[src/rtl/bcd_serial_subtractor_pkg.sv]
// Shared constants, FSM encoding and digit-validity helper for the serial BCD subtractor.
package bcd_pkg;

    localparam logic [3:0] BCD_MAX  = 4'd9;
    localparam logic [4:0] BCD_BASE = 5'd10;

    typedef enum logic [1:0] {
        IDLE = 2'd0,
        RUN  = 2'd1,
        DONE = 2'd2
    } state_t;

    function automatic logic is_bcd_digit(input logic [3:0] v);
        return (v <= BCD_MAX);
    endfunction

endpackage

[src/rtl/bcd_serial_subtractor_if.sv]
// Start/done request bus carrying the packed-BCD operands and the result.
interface bcd_serial_subtractor_if #(
    parameter int unsigned DIGITS = 4
);
    localparam int unsigned W = 4 * DIGITS;

    logic         start;
    logic [W-1:0] a;
    logic [W-1:0] b;
    logic [W-1:0] diff;
    logic         borrow_out;
    logic         invalid;
    logic         busy;
    logic         done;

    modport master (
        output start, a, b,
        input  diff, borrow_out, invalid, busy, done
    );

    modport slave (
        input  start, a, b,
        output diff, borrow_out, invalid, busy, done
    );

endinterface

[src/rtl/bcd_serial_subtractor_digit_sub.sv]
// One BCD digit of x - y - bin, with ten's-complement correction on underflow.
module bcd_digit_sub
    import bcd_pkg::*;
(
    input  logic [3:0] x,
    input  logic [3:0] y,
    input  logic       bin,
    output logic [3:0] d,
    output logic       bout
);

    logic signed [4:0] t;
    logic        [4:0] corrected;

    always_comb begin
        t         = $signed({1'b0, x}) - $signed({1'b0, y}) - $signed({4'b0000, bin});
        bout      = (t < 5'sd0);
        corrected = $unsigned(t) + BCD_BASE;
        d         = bout ? corrected[3:0] : t[3:0];
    end

endmodule

[src/rtl/bcd_serial_subtractor.sv]
// Digit-serial packed-BCD subtractor, diff = a - b, one digit per clock starting at the LSD.
module bcd_serial_subtractor
    import bcd_pkg::*;
#(
    parameter int unsigned DIGITS = 4
) (
    input  logic                   clk,
    input  logic                   rst,
    bcd_serial_subtractor_if.slave bus
);

    localparam int unsigned W  = 4 * DIGITS;
    localparam int unsigned CW = $clog2(DIGITS + 1);

    state_t         state, state_next;
    logic [W-1:0]   a_sr, a_sr_next;
    logic [W-1:0]   b_sr, b_sr_next;
    logic [W-1:0]   diff_next;
    logic [CW-1:0]  cnt, cnt_next;
    logic           borrow, borrow_next;
    logic           borrow_out_next, invalid_next, done_next, busy_next;
    logic           operands_ok;
    logic [3:0]     dig;
    logic           dig_bout;

    bcd_digit_sub u_digit (
        .x    (a_sr[3:0]),
        .y    (b_sr[3:0]),
        .bin  (borrow),
        .d    (dig),
        .bout (dig_bout)
    );

    // Every digit of both live operands must be a legal BCD digit
    always_comb begin
        operands_ok = 1'b1;
        for (int unsigned i = 0; i < DIGITS; i++) begin
            if (!is_bcd_digit(bus.a[i*4 +: 4]) || !is_bcd_digit(bus.b[i*4 +: 4])) begin
                operands_ok = 1'b0;
            end
        end
    end

    always_comb begin
        state_next      = state;
        a_sr_next       = a_sr;
        b_sr_next       = b_sr;
        cnt_next        = cnt;
        borrow_next     = borrow;
        diff_next       = bus.diff;
        borrow_out_next = bus.borrow_out;
        invalid_next    = bus.invalid;

        case (state)
            IDLE: begin
                if (bus.start) begin
                    a_sr_next   = bus.a;
                    b_sr_next   = bus.b;
                    cnt_next    = '0;
                    borrow_next = 1'b0;
                    if (!operands_ok) begin
                        diff_next       = '0;
                        borrow_out_next = 1'b0;
                        invalid_next    = 1'b1;
                        state_next      = DONE;
                    end else begin
                        invalid_next = 1'b0;
                        state_next   = RUN;
                    end
                end
            end
            RUN: begin
                // Result digits enter at the MSD end so digit 0 lands in [3:0] after the last shift
                diff_next            = bus.diff >> 4;
                diff_next[W-1 -: 4]  = dig;
                a_sr_next            = a_sr >> 4;
                b_sr_next            = b_sr >> 4;
                borrow_next          = dig_bout;
                cnt_next             = cnt + CW'(1);
                if (cnt == CW'(DIGITS - 1)) begin
                    borrow_out_next = dig_bout;
                    state_next      = DONE;
                end
            end
            DONE: begin
                state_next = IDLE;
            end
            default: begin
                state_next = IDLE;
            end
        endcase

        done_next = (state_next == DONE);
        busy_next = (state_next != IDLE);
    end

    always_ff @(posedge clk) begin
        if (rst) begin
            state          <= IDLE;
            a_sr           <= '0;
            b_sr           <= '0;
            cnt            <= '0;
            borrow         <= 1'b0;
            bus.diff       <= '0;
            bus.borrow_out <= 1'b0;
            bus.invalid    <= 1'b0;
            bus.done       <= 1'b0;
            bus.busy       <= 1'b0;
        end else begin
            state          <= state_next;
            a_sr           <= a_sr_next;
            b_sr           <= b_sr_next;
            cnt            <= cnt_next;
            borrow         <= borrow_next;
            bus.diff       <= diff_next;
            bus.borrow_out <= borrow_out_next;
            bus.invalid    <= invalid_next;
            bus.done       <= done_next;
            bus.busy       <= busy_next;
        end
    end

endmodule

[src/flat_wrapper.sv]
// flat-port wrapper written by rule: the top's interface ports become plain ports
module bcd_serial_subtractor_flat import bcd_pkg::*;
#(
    parameter int unsigned DIGITS = 4
)
  (clk, rst, bus_start, bus_a, bus_b, bus_diff, bus_borrow_out, bus_invalid, bus_busy, bus_done);
  bcd_serial_subtractor_if #(.DIGITS(DIGITS)) bus_i ();
  input  logic clk;
  input  logic rst;
  input wire logic [$bits(bus_i.start)-1:0] bus_start;
  input wire logic [$bits(bus_i.a)-1:0] bus_a;
  input wire logic [$bits(bus_i.b)-1:0] bus_b;
  output wire logic [$bits(bus_i.diff)-1:0] bus_diff;
  output wire logic [$bits(bus_i.borrow_out)-1:0] bus_borrow_out;
  output wire logic [$bits(bus_i.invalid)-1:0] bus_invalid;
  output wire logic [$bits(bus_i.busy)-1:0] bus_busy;
  output wire logic [$bits(bus_i.done)-1:0] bus_done;
  assign bus_i.start = bus_start;
  assign bus_i.a = bus_a;
  assign bus_i.b = bus_b;
  assign bus_diff = bus_i.diff;
  assign bus_borrow_out = bus_i.borrow_out;
  assign bus_invalid = bus_i.invalid;
  assign bus_busy = bus_i.busy;
  assign bus_done = bus_i.done;
  bcd_serial_subtractor #(.DIGITS(DIGITS)) u_core (.clk(clk), .rst(rst), .bus(bus_i));
endmodule
[config.mk]
export PLATFORM = sky130hd
export DESIGN_NAME = bcd_serial_subtractor_flat
export DESIGN_NICKNAME = d
export VERILOG_FILES = /design/src/rtl/bcd_serial_subtractor_pkg.sv /design/src/rtl/bcd_serial_subtractor_if.sv /design/src/rtl/bcd_serial_subtractor_digit_sub.sv /design/src/rtl/bcd_serial_subtractor.sv /design/src/flat_wrapper.sv
export SDC_FILE = /design/constraint.sdc
export NUM_CORES = 1
export LEC_CHECK = 0
export BUFFER_PORTS_ARGS = -buffer_cell sky130_fd_sc_hd__buf_2
export CORE_ASPECT_RATIO = 0.7
export CORE_MARGIN = 4
export CORE_UTILIZATION = 54
export DETAILED_ROUTE_END_ITERATION = 10
export MAX_ROUTING_LAYER = met4
export PLACE_DENSITY = 0.86
export SLEW_MARGIN = 20
export SYNTH_ARGS = -nofsm -noshare
export SYNTH_HDL_FRONTEND = slang
export SYNTH_SLANG_ARGS = --single-unit
[constraint.sdc]
create_clock -name clk -period 3.06 [get_ports clk]
set_clock_uncertainty 0.05 [all_clocks]
set_input_delay 0.612 -clock clk [delete_from_list [all_inputs] [get_ports clk]]
set_output_delay 0.612 -clock clk [all_outputs]
set_load 0.05 [all_outputs]
# --- After elaboration in Yosys (flattened, before gate mapping) ---
# Index checks and enable logic that the tools add are counted.
word_totals:
  wordCells: 73
  reg_bits: 58
  output_inout_bits: 20
  in_bits: 35
classes:
  addsub: 4
  order_cmp: 9
  n_eq_ne: 6
  n_mux: 25
  reduce_logical: 19
ops:
  columns: ["cell", "n"]
  rows:
  - ["one-hot mux 16 bit (2 select lines)", 3]
  - ["2-to-1 mux 16 bit", 4]
  - ["less-or-equal comparator 4 bit, second input constant", 8]
  - ["2-to-1 mux 1 bit", 9]
  - ["zero test 1 bit", 8]
  - ["2-to-1 mux 2 bit", 3]
  - ["one-hot mux 3 bit (2 select lines)", 1]
  - ["less-than comparator 5 x 1 -> 1 bit, second input constant", 1]
  - ["subtractor 4 x 4 -> 5 bit", 1]
  - ["subtractor 5 x 2 -> 5 bit", 1]
  - ["adder 4 bit, second input constant", 1]
  - ["logical OR 1 bit", 4]
  - ["2-to-1 mux 4 bit", 1]
  - ["!= test 2 bit, second input constant", 2]
  - ["one-hot mux 1 bit (2 select lines)", 2]
  - ["one-hot mux 2 bit (2 select lines)", 1]
  - ["AND reduction 2 bit", 2]
  - ["AND reduction 4 bit", 1]
  - ["nonzero test 2 bit", 2]
  - ["adder 3 x 1 -> 3 bit, second input constant", 1]
  - ["== test 3 x 2 -> 1 bit, second input constant", 1]
  - ["2-to-1 mux 3 bit", 1]
  - ["AND reduction 3 bit", 1]
  - ["== test 2 x 1 -> 1 bit, second input constant", 1]
  - ["other kinds (3)", 3]

# --- Depth between registers and ports, before layout ---
# Gate-level depths: netlist of run 1.
depth:
  ltp_word: 11
  depth_mapped: 9
  ltp_nobuf: 9

# --- Cells and area by module ---
# From an unflattened synthesis of run 1, not the netlist that was laid out.
unflattened:
  hier_cells: 347
  area_unflattened_um2: 3009.1
by_module_without_submodules:
  columns: ["module", "area_each_um2", "n_inst", "seq_area_each_um2", "cells_per_inst"]
  rows:
  - ["bcd_serial_subtractor", 2735.1, 1, 1161.1, 315]
  - ["bcd_digit_sub", 274.0, 1, 0.0, 32]

# --- Worst setup path after synthesis of run 1 ---
# Ideal clock, no wire load.
synth_path:
  kind: "register -> register"
  start: "register u_core.borrow"
  end: "register u_core.bus.diff[13]"
  arrival_ns: 2.231
  required_time_ns: 2.936
  slack_ns: 0.705
  n_path_buf: 0
  path_stages_with_launch: 9
  setup_ns: 0.074
  synth_period_minus_slack_ns: 2.355
  cell_sequence: "dfxtp_1 > inv_1 > fa_1 > fa_1 > nand2b_1 > a211o_1 > and2_4 > or3_1 > a31oi_1"
synth_via:
  elab_chain_cells: 4
  word_cells_on_any_way: 5
  cone_classes: "add/sub: 2; order compare: 1; mux: 2"
synth_rtl:
  columns: ["element", "line_no", "rtl"]
  rows:
  - ["from (decl)", "bcd_serial_subtractor.sv:20", "logic borrow, borrow_next;"]
  - ["from (signal assigned)", "bcd_serial_subtractor.sv:114", "borrow <= borrow_next;"]
  - ["subtractor 5 x 2 -> 5 bit (*)", "bcd_serial_subtractor_digit_sub.sv:16", "t = $signed({1'b0, x}) - $signed({1'b0, y}) - $signed({4'b0000, bin});"]
  - ["adder 4 bit or less-than comparator 5 x 1 -> 1 bit (tied branches)", "bcd_serial_subtractor_digit_sub.sv:18, bcd_serial_subtractor_digit_sub.sv:17", null]
  - ["2-to-1 mux 4 bit (*)", "bcd_serial_subtractor_digit_sub.sv:19", "d = bout ? corrected[3:0] : t[3:0];"]
  - ["one-hot mux 16 bit (2 select lines) (*)", "bcd_serial_subtractor.sv:54", "case (state)"]
  - ["to (signal assigned)", "bcd_serial_subtractor.sv:115", "bus.diff <= diff_next;"]
  - ["to (decl)", "bcd_serial_subtractor_if.sv:23", "output diff, borrow_out, invalid, busy, done"]
# Every way passes the cells marked *; elsewhere a longest branch is shown, timed or not.
# A chain may end at the register's enable or synchronous reset.

# --- Worst setup path in the final report of run 1 ---
# Same ends and word-level chain as after synthesis.

==> results_dict.tcl, run 1 <==
set metrics [dict create \
    post-route-min-period_ns 2.494 \
    root_buffer "clkbuf_8" \
    die-area_sq_um 5996 \
    hold_end "u_core.b_sr[5]" \
    outcome "completed" \
    pin_count 55 \
    synth_warnings 0 \
    numCtsBuffers 9 \
    fin_nets 386 \
    ys_seq_area_share_pct 44.74 \
    ys_ff_latch 58 \
    drive_gt1_share_pct 24.35 \
    whs_path_depth 2 \
    cp.arrival_ns 2.70 \
    hold_slack_ns 0.4229 \
    dp_hpwl_mm 4.280 \
    die_x_um 90.86 \
    drc 0 \
    routed_wl_mm 6.158 \
    grt_pass1_wl_mm 10.16 \
    vias 2371 \
    cts-hold-fix-buffers 0 \
    fp.coreArea_sq_um 4479 \
    clock_tree.buffer_depth 2 \
    cap_viol_max_count 0 \
    stdcell_count 400 \
    hp-start "u_core.b_sr[5]" \
    most-common-layout-cells "dfxtp_1 (58), buf_2 (54), nor2_1 (52)" \
    overflow 0 \
    clk_pin_slew_ns 0.06 \
    tns_ns 0 \
    clock.fmax_mhz 401.0 \
    cp.required_ns 3.27 \
    clock_sinks 58 \
    synth_cell_types 42 \
    first_iter_violations 187 \
    maxSlewViolCount 0 \
    syn_area_per_cell_sq_um 8.948 \
    irDropWorstVdd_mv 0.3143 \
    worstMarginPinSlew_ns 0.8183 \
    diodes 0 \
    die_h_um 66 \
    hp-class "register to register" \
    place_area_sq_um 2874 \
    htreeDepth 3 \
    reg2reg_slack_ns 0.57 \
    insertion_delay_ns 0.33 \
    cts_resized 0 \
    cts_tree "built" \
    dpl.cell_count 384 \
    cts_setup_buffers 0 \
    hold_violations 0 \
    design_area_sq_um 3057 \
    row_count 20 \
    place_congestion 0.8367 \
    vias_per_cell 5.928 \
    syn_nets 336 \
    r2r_start "u_core.borrow" \
    syn_to_final_growth_pct 17.79 \
    grt_max_degree 37 \
    syn_inst 290 \
    fin_total_pwr_mw 1.722 \
    wl_per_cell_um 15.40 \
    layout_commonest_cell "dfxtp_1" \
    crit_fanout 5 \
    regToRegEndpoint "u_core.bus.diff[13]" \
    cp-end-kind "register" \
    grt.total_usage_pct 22.09 \
    grt_pass1_vias 2189 \
    syn_area_sq_um 2595 \
    p_per_area_nw_per_um2 563.2 \
    path_class "register to register" \
    grt_antenna_before_repair 0 \
    drtPass1Iterations 6 \
    port_buffers 54 \
    initial_core_util_pct 57.93 \
    critPathLaunchType "register" \
    fin_crit_sh_pct 81.50 \
    reg2reg_depth 8 \
    setup_viol 0 \
    relSlewSlack_pct 45.45 \
    antenna_left 0 \
    grt_setup_unrepaired "no" \
    p_leak_nw 1.299 \
]
-- power breakdown --
group	internal, mW	switching, mW
combinational	0.111	0.156
sequential	0.792	0.0227
clock	0.358	0.281
-- layout make-up --
| cell class | count | area, sq um |
|---|---|---|
| Multi-Input combinational cell | 186 | 1242 |
| Inverter | 27 | 101.3 |
| Timing Repair Buffer | 58 | 300.3 |
| Clock buffer | 14 | 172.7 |
| Clock inverter | 2 | 10.01 |
| Fill cell | 354 | 1423 |
| Tap cell | 55 | 68.82 |
| Sequential cell | 58 | 1161 |
-- worst max path at each step --
stage | from | endpoint | slack (ns) | cells past startpoint
2_1_floorplan | u_core.borrow | u_core.bus.diff[13] | 0.70 | 8
3_3_place_gp | u_core.borrow | u_core.bus.diff[13] | 0.64 | 8
3_5_place_dp | u_core.borrow | u_core.bus.diff[13] | 0.58 | 8
4_1_cts | u_core.borrow | u_core.bus.diff[13] | 0.57 | 8
5_1_grt | u_core.borrow | u_core.bus.diff[13] | 0.43 | 8
6_report | u_core.borrow | u_core.bus.diff[13] | 0.57 | 8
-- synth_stat cells --
master	number	area [sq um]
nand2b_1	3	18.77
nand4b_1	1	8.760
o2bb2ai_1	2	17.52
o41ai_4	1	27.53
o211ai_1	1	7.510
ha_1	9	112.6
o22ai_1	16	100.1
a21oi_1	12	60.06
clkbuf_1	8	30.03
buf_6	1	11.26
nand4_1	1	6.260
a31oi_1	2	12.51
a211o_1	2	17.52
buf_4	1	7.510
o21ai_0	5	25.02
nor3_1	3	15.01
nand3b_1	1	7.510
inv_2	2	7.510
nand3_1	1	5.000
and2b_1	1	7.510
xor2_1	3	26.28
nand4_4	1	21.27
and2_4	1	8.760
and2_1	1	6.260
or3_1	1	6.260
inv_1	25	93.84
nor2_2	1	6.260
xnor2_1	1	8.760
nand2_1	5	18.77
a2bb2oi_1	1	8.760
a22oi_1	22	165.2
buf_2	9	45.04
mux2i_1	1	10.01
nor2_1	52	195.2
a221oi_1	14	122.6
o21ai_1	2	10.01
dfxtp_1	58	1161
o21ai_2	4	35.03
nor2_4	1	11.26
fa_1	2	40.04
a211oi_1	11	82.58
and3_1	1	6.260
-- critical path, cell delays in order, from the launching register on --
cell and delay (ns):
dfxtp_1 0.33, inv_1 0.06, fa_1 0.46, fa_1 0.41
nand2b_1 0.18, a211o_1 0.31, and2_4 0.19, or3_1 0.30
a31oi_1 0.12
-- per-stage QoR --
stage	setup WS, ns	utilization [%]
4_1_cts	0.5659	68.24
3_5_place_dp	0.5821	64.16
6_report	0.5662	68.24
5_1_grt	0.4342	68.24
2_1_floorplan	0.7049	-
3_3_place_gp	0.6437	64.16
-- cell families after synthesis --
kind of cell	Yosys count	share of synthesized area, %
fa+ha+maj	11	5.882
mux	1	0.3857
compound gates	95	26.66
buf+inv	46	7.522
xor+xnor	4	1.350
simple gates	75	13.45
flops	58	44.74
-- registers in the layout (all words and copies together) (netlist names) --
register / cells
u_core.a_sr: 16
u_core.state: 2
u_core.bus.diff: 16
u_core.bus.busy: 1
u_core.cnt: 3
u_core.bus.invalid: 1
u_core.bus.borrow_out: 1
u_core.bus.done: 1
u_core.borrow: 1
u_core.b_sr: 16
-- per-layer routing --
layer	GRT usage [%]	up-vias	wire length (um)
li1	-	1141	-
met1	27.73	1107	2764
met2	33.24	106	2818
met3	7.509	17	437
met4	8.459	0	138
met5	-	-	0
Power figures use the tool's default switching activity.
==> run 2, diff against run 1 <==
- clock period: 3.06 -> 2.5 ns (I/O delays scaled with it)
==> run 2 against run 1 <==
Sequential power increased by 22%; critical path depth unchanged; fmax grew 2.5%; cell count is 1.3% higher; sequential share of layout area is 0.90 points lower; first-iteration DRC count shrank 3.2%; routed wire length is 0.52% higher; combinational power grew 28%.
==> results_dict.tcl, run 2 (synthesized netlist as in run 1, its figures left out) <==
set metrics [dict create \
    outcome "completed" \
    first_iter_violations 181 \
    p_per_area_nw_per_um2 702.1 \
    crit_start "u_core.borrow" \
    hp-class "primary input to register" \
    wl_per_cell_um 15.28 \
    die-area_sq_um 5996 \
    relSlewSlack_pct 60.26 \
    numCtsBuffers 9 \
    drtPass1Iterations 5 \
    grt_antenna_before_repair 0 \
    fp.coreArea_sq_um 4479 \
    initial_core_util_pct 57.93 \
    routed_wl_mm 6.190 \
    cp.arrival_ns 2.64 \
    dpl.cell_count 389 \
    die_x_um 90.86 \
    reg2reg_depth 8 \
    cts_tree "built" \
    whs_path_depth 3 \
    clock_sinks 58 \
    dp_hpwl_mm 4.239 \
    p_leak_nw 1.336 \
    pin_count 55 \
    clock_tree.buffer_depth 2 \
    tns_ns 0 \
    hold_violations 0 \
    reg2reg_slack_ns 0.07 \
    post-route-min-period_ns 2.432 \
    multi_input_area_sq_um 1245 \
    grt_setup_unrepaired "no" \
    root_buffer "clkbuf_8" \
    ff_latch_area_sq_um 1161 \
    diodes 0 \
    setup_slack_ns 0.06810 \
    r2r_start "u_core.borrow" \
    grt_pass1_vias 2226 \
    most-common-layout-cells "dfxtp_1 (58), buf_2 (54), nor2_1 (52)" \
    fin_nets 391 \
    antenna_left 0 \
    setup_viol 0 \
    cap_viol_max_count 0 \
    layout_commonest_cell "dfxtp_1" \
    die_h_um 66 \
    grt.total_usage_pct 22.85 \
    clock.fmax_mhz 411.2 \
    grt_pass1_wl_mm 10.41 \
    cts-hold-fix-buffers 0 \
    htreeDepth 3 \
    reg_top3 "u_core.a_sr: 16 flops, u_core.b_sr: 16 flops, u_core.bus.diff: 16 flops" \
    stdcell_count 405 \
    worstMarginPinSlew_ns 0.5953 \
    vias 2358 \
    place_congestion 0.8549 \
    grt_max_degree 33 \
    place_area_sq_um 2924 \
    design_area_sq_um 3131 \
    clk_pin_slew_ns 0.06 \
    cp.required_ns 2.71 \
    path_class "register to register" \
    port_buffers 54 \
    vias_per_cell 5.822 \
    insertion_delay_ns 0.33 \
    maxSlewViolCount 0 \
    fin_crit_sh_pct 97.28 \
    crit_fanout 5 \
    crit_path_end "u_core.bus.diff[13]" \
    irDropWorstVdd_mv 0.4480 \
    pre_cts_ws_ns 0.03336 \
    row_count 20 \
    regToRegEndpoint "u_core.bus.diff[13]" \
    overflow 0 \
    n_fill_cell 340 \
    critPathLaunchType "register" \
    cp-end-kind "register" \
    syn_to_final_growth_pct 20.64 \
    hold_slack_ns 0.3674 \
    drive_gt1_share_pct 26.29 \
    drc 0 \
]
## run 2: worst min-delay path by stage
stage                         from               to  slack, ns
floorplan           u_core.b_sr[4]   u_core.b_sr[4]       0.39
detailed placement  u_core.b_sr[5]   u_core.b_sr[5]       0.41
CTS                      bus_a[12]  u_core.a_sr[12]       0.35
finish                   bus_a[12]  u_core.a_sr[12]       0.37
global placement    u_core.b_sr[6]   u_core.b_sr[6]       0.40
global route             bus_b[15]  u_core.b_sr[15]       0.36
## run 2: final cells by class
| class | count | area share (%) |
|---|---|---|
| Tap cell | 55 | 2.198 |
| Sequential cell | 58 | 37.09 |
| Clock buffer | 11 | 4.836 |
| Multi-Input combinational cell | 186 | 39.77 |
| Clock inverter | 5 | 1.679 |
| Inverter | 27 | 3.237 |
| Timing Repair Buffer | 63 | 11.19 |
## run 2: report_power, final
| part | internal (mW) | switching, mW |
|---|---|---|
| combinational | 0.144 | 0.197 |
| sequential | 0.970 | 0.0221 |
| clock | 0.508 | 0.356 |
## run 2: what timing repair did
action                     in CTS  in global routing
setup endpoints to repair       0                  1
resized for setup               0                  1
buffers inserted                0                  0
## run 2: layer usage
layer / up-vias / track usage, % / part of all wire [%]
met5: - / - / 0
met4: 0 / 9.774 / 1.6
met1: 1111 / 28.93 / 44
li1: 1147 / - / -
met2: 89 / 34.63 / 47
met3: 11 / 6.485 / 6.9
## run 2: metrics by stage
step	utilization [%]	total power, mW
after floorplan	-	1.249
after global placement	65.28	1.333
after detailed placement	65.28	1.346
after CTS	69.83	2.211
after global routing	69.89	2.304
final	69.89	2.198
## run 2: critical path, cell delays in order (launching register included)
cell and delay (ns):
dfxtp_1 0.33, inv_1 0.06, fa_1 0.47, fa_2 0.37, nand2b_1 0.16, a211o_1 0.31, and2_4 0.18, or3_1 0.30
a31oi_1 0.12
==> run 3, diff against run 2 <==
- CELL_PAD_IN_SITES_DETAIL_PLACEMENT: default -> 1
- CELL_PAD_IN_SITES_GLOBAL_PLACEMENT: default -> 2
- CORE_UTILIZATION: 54 -> 32
- PLACE_DENSITY: 0.86 -> 0.85
==> run 3 against run 2 <==
Count of clock-buffer cells in the layout is 1 lower; sequential share of layout area is 2.0 points lower; power is 17% higher; clock power is 42% higher; combinational power is 4% higher; non-clock buffer count is 2 higher; critical path depth stayed put; worst hold slack better by 0.016 ns; global-route usage is 7.2 points lower; cell count is 12% higher; register-to-register slack better by 0.05 ns; routed wire length is 13% higher; largest power group is now clock.
==> results_dict.tcl, run 3 (synthesized netlist as in run 1, its figures left out) <==
set metrics [dict create \
    outcome "completed" \
    pwr-share-seq_pct 38.5 \
    pin_count 55 \
    utilization_pct 42.14 \
    routed_wl_mm 6.975 \
    drive_gt1_share_pct 28.13 \
    post-route-min-period_ns 2.387 \
    power_switching_uw 659.8 \
    cap_viol_max_count 0 \
    grt_pass1_wl_mm 11.59 \
    grtUsageMet2_pct 23.11 \
    reg_top3 "u_core.a_sr: 16 flops, u_core.b_sr: 16 flops, u_core.bus.diff: 16 flops" \
    cts_tree "built" \
    clock_tree.buffer_depth 2 \
    combPwrFrac_pct 13.8 \
    dpl.cell_count 435 \
    tns_ns 0 \
    syn_to_final_growth_pct 27.82 \
    setup_viol 0 \
    fin_nets 393 \
    crit_path_end "u_core.bus.diff[13]" \
    critPathLaunchType "register" \
    layout_commonest_cell "dfxtp_1" \
    drc 0 \
    setup_slack_ns 0.1133 \
    drtPass1Iterations 4 \
    root_buffer "clkbuf_16" \
    cp.arrival_ns 2.59 \
    die_h_um 83.34 \
    hp-class "primary input to register" \
    row_count 27 \
    dp_hpwl_mm 4.931 \
    p_leak_nw 1.388 \
    numCtsBuffers 9 \
    grt_antenna_before_repair 0 \
    path_common_cell "fa_2" \
    first_iter_violations 90 \
    port_buffers 54 \
    clk_pin_slew_ns 0.05 \
    overflow 0 \
    irDropWorstVdd_mv 0.3329 \
    crit_start "u_core.b_sr[0]" \
    path_class "register to register" \
    pre_cts_ws_ns 0.009736 \
    place_congestion 0.7591 \
    hold_slack_ns 0.3838 \
    reg2reg_depth 8 \
    p_per_area_nw_per_um2 778.1 \
    cp-end-kind "register" \
    worstMarginPinSlew_ns 0.6329 \
    wl_per_cell_um 15.40 \
    switching_share_pct 25.57 \
    clock_sinks 58 \
    antenna_left 0 \
    grt_pass1_vias 2307 \
    use_met3_pct 4.880 \
    fp.coreArea_sq_um 7871 \
    hold_violations 0 \
    fin_crit_sh_pct 95.47 \
    diodes 0 \
    stdcell_count 453 \
    r2r_start "u_core.b_sr[0]" \
    crit_path_top_delay_cell "fa_2" \
    die-area_sq_um 9637 \
    initial_core_util_pct 32.97 \
    grt_use_met1_pct 20.67 \
    cp.required_ns 2.71 \
    grt_max_degree 44 \
    maxSlewViolCount 0 \
    crit_fanout 5 \
    slowest_delay_ns 0.41 \
    grt_setup_unrepaired "no" \
    place_area_sq_um 2982 \
    relSlewSlack_pct 57.75 \
    busiest_layer "met2" \
    vias_per_cell 5.130 \
    vias 2324 \
    crit_chain "inv_2, fa_2, fa_2, nand2b_4, a211o_1, and2_4, or3_1, a31oi_1" \
    grt.total_usage_pct 15.65 \
    clock.fmax_mhz 419.0 \
    die_x_um 115.6 \
    internal-power_mw 1.921 \
    whs_path_depth 3 \
    insertion_delay_ns 0.33 \
    pwr-share-clk_pct 47.7 \
    regToRegEndpoint "u_core.bus.diff[13]" \
    fin_total_pwr_mw 2.581 \
    design_area_sq_um 3317 \
    reg2reg_slack_ns 0.11 \
    most-common-layout-cells "dfxtp_1 (56), buf_2 (54), nor2_1 (52)" \
    htreeDepth 3 \
]
-- run 3: power by group through the flow --
| stage | Clock (mW) | Combinational (mW) | Sequential, mW |
|---|---|---|---|
| detailed placement | 0 | 0.342 | 1.01 |
| global placement | 0 | 0.335 | 1.01 |
| floorplan | 0 | 0.229 | 1.02 |
| CTS | 1.26 | 0.345 | 0.993 |
| finish | 1.23 | 0.356 | 0.994 |
| global route | 1.31 | 0.399 | 0.998 |
-- run 3: cell type report --
cell class,count,area (sq um)
Clock buffer,10,239.0
Clock inverter,6,66.31
Fill cell,930,4554
Inverter,27,101.3
Multi-Input combinational cell,186,1255
Sequential cell,58,1164
Tap cell,101,126.4
Timing Repair Buffer,65,365.4
-- run 3: routing by layer --
| metal | part of all wire [%] | vias up |
|---|---|---|
| met5 | 0 | - |
| met4 | 0.85 | 0 |
| met2 | 46 | 38 |
| li1 | - | 1160 |
| met1 | 48 | 1120 |
| met3 | 4.9 | 6 |
-- run 3: what timing repair did --
item / in CTS / in global routing
resized for setup: 1 / 5
buffers inserted: 0 / 2
pin swaps: 0 / 4
hold buffers: 0 / 0
cloned: 0 / 0
endpoints found under the setup margin: 1 / 1
-- run 3: critical path: cells and delay by family (launching register included) --
family,cells,cell delay [ns]
buffers and inverters,1,0.05
flip-flops,1,0.32
adder cells (fa/ha/maj),2,0.82
AND/OR/NAND/NOR,3,0.64
AO/OA/AOI/OAI,2,0.44
-- run 3: how the worst min path moves through the flow --
| stage | start | to | slack [ns] |
|---|---|---|---|
| 2_1_floorplan | u_core.b_sr[4] | u_core.b_sr[4] | 0.39 |
| 3_3_place_gp | u_core.a_sr[11] | u_core.a_sr[11] | 0.41 |
| 3_5_place_dp | u_core.b_sr[7] | u_core.b_sr[7] | 0.41 |
| 4_1_cts | bus_b[15] | u_core.b_sr[15] | 0.38 |
| 5_1_grt | bus_a[12] | u_core.a_sr[12] | 0.39 |
| 6_report | bus_b[12] | u_core.b_sr[12] | 0.38 |
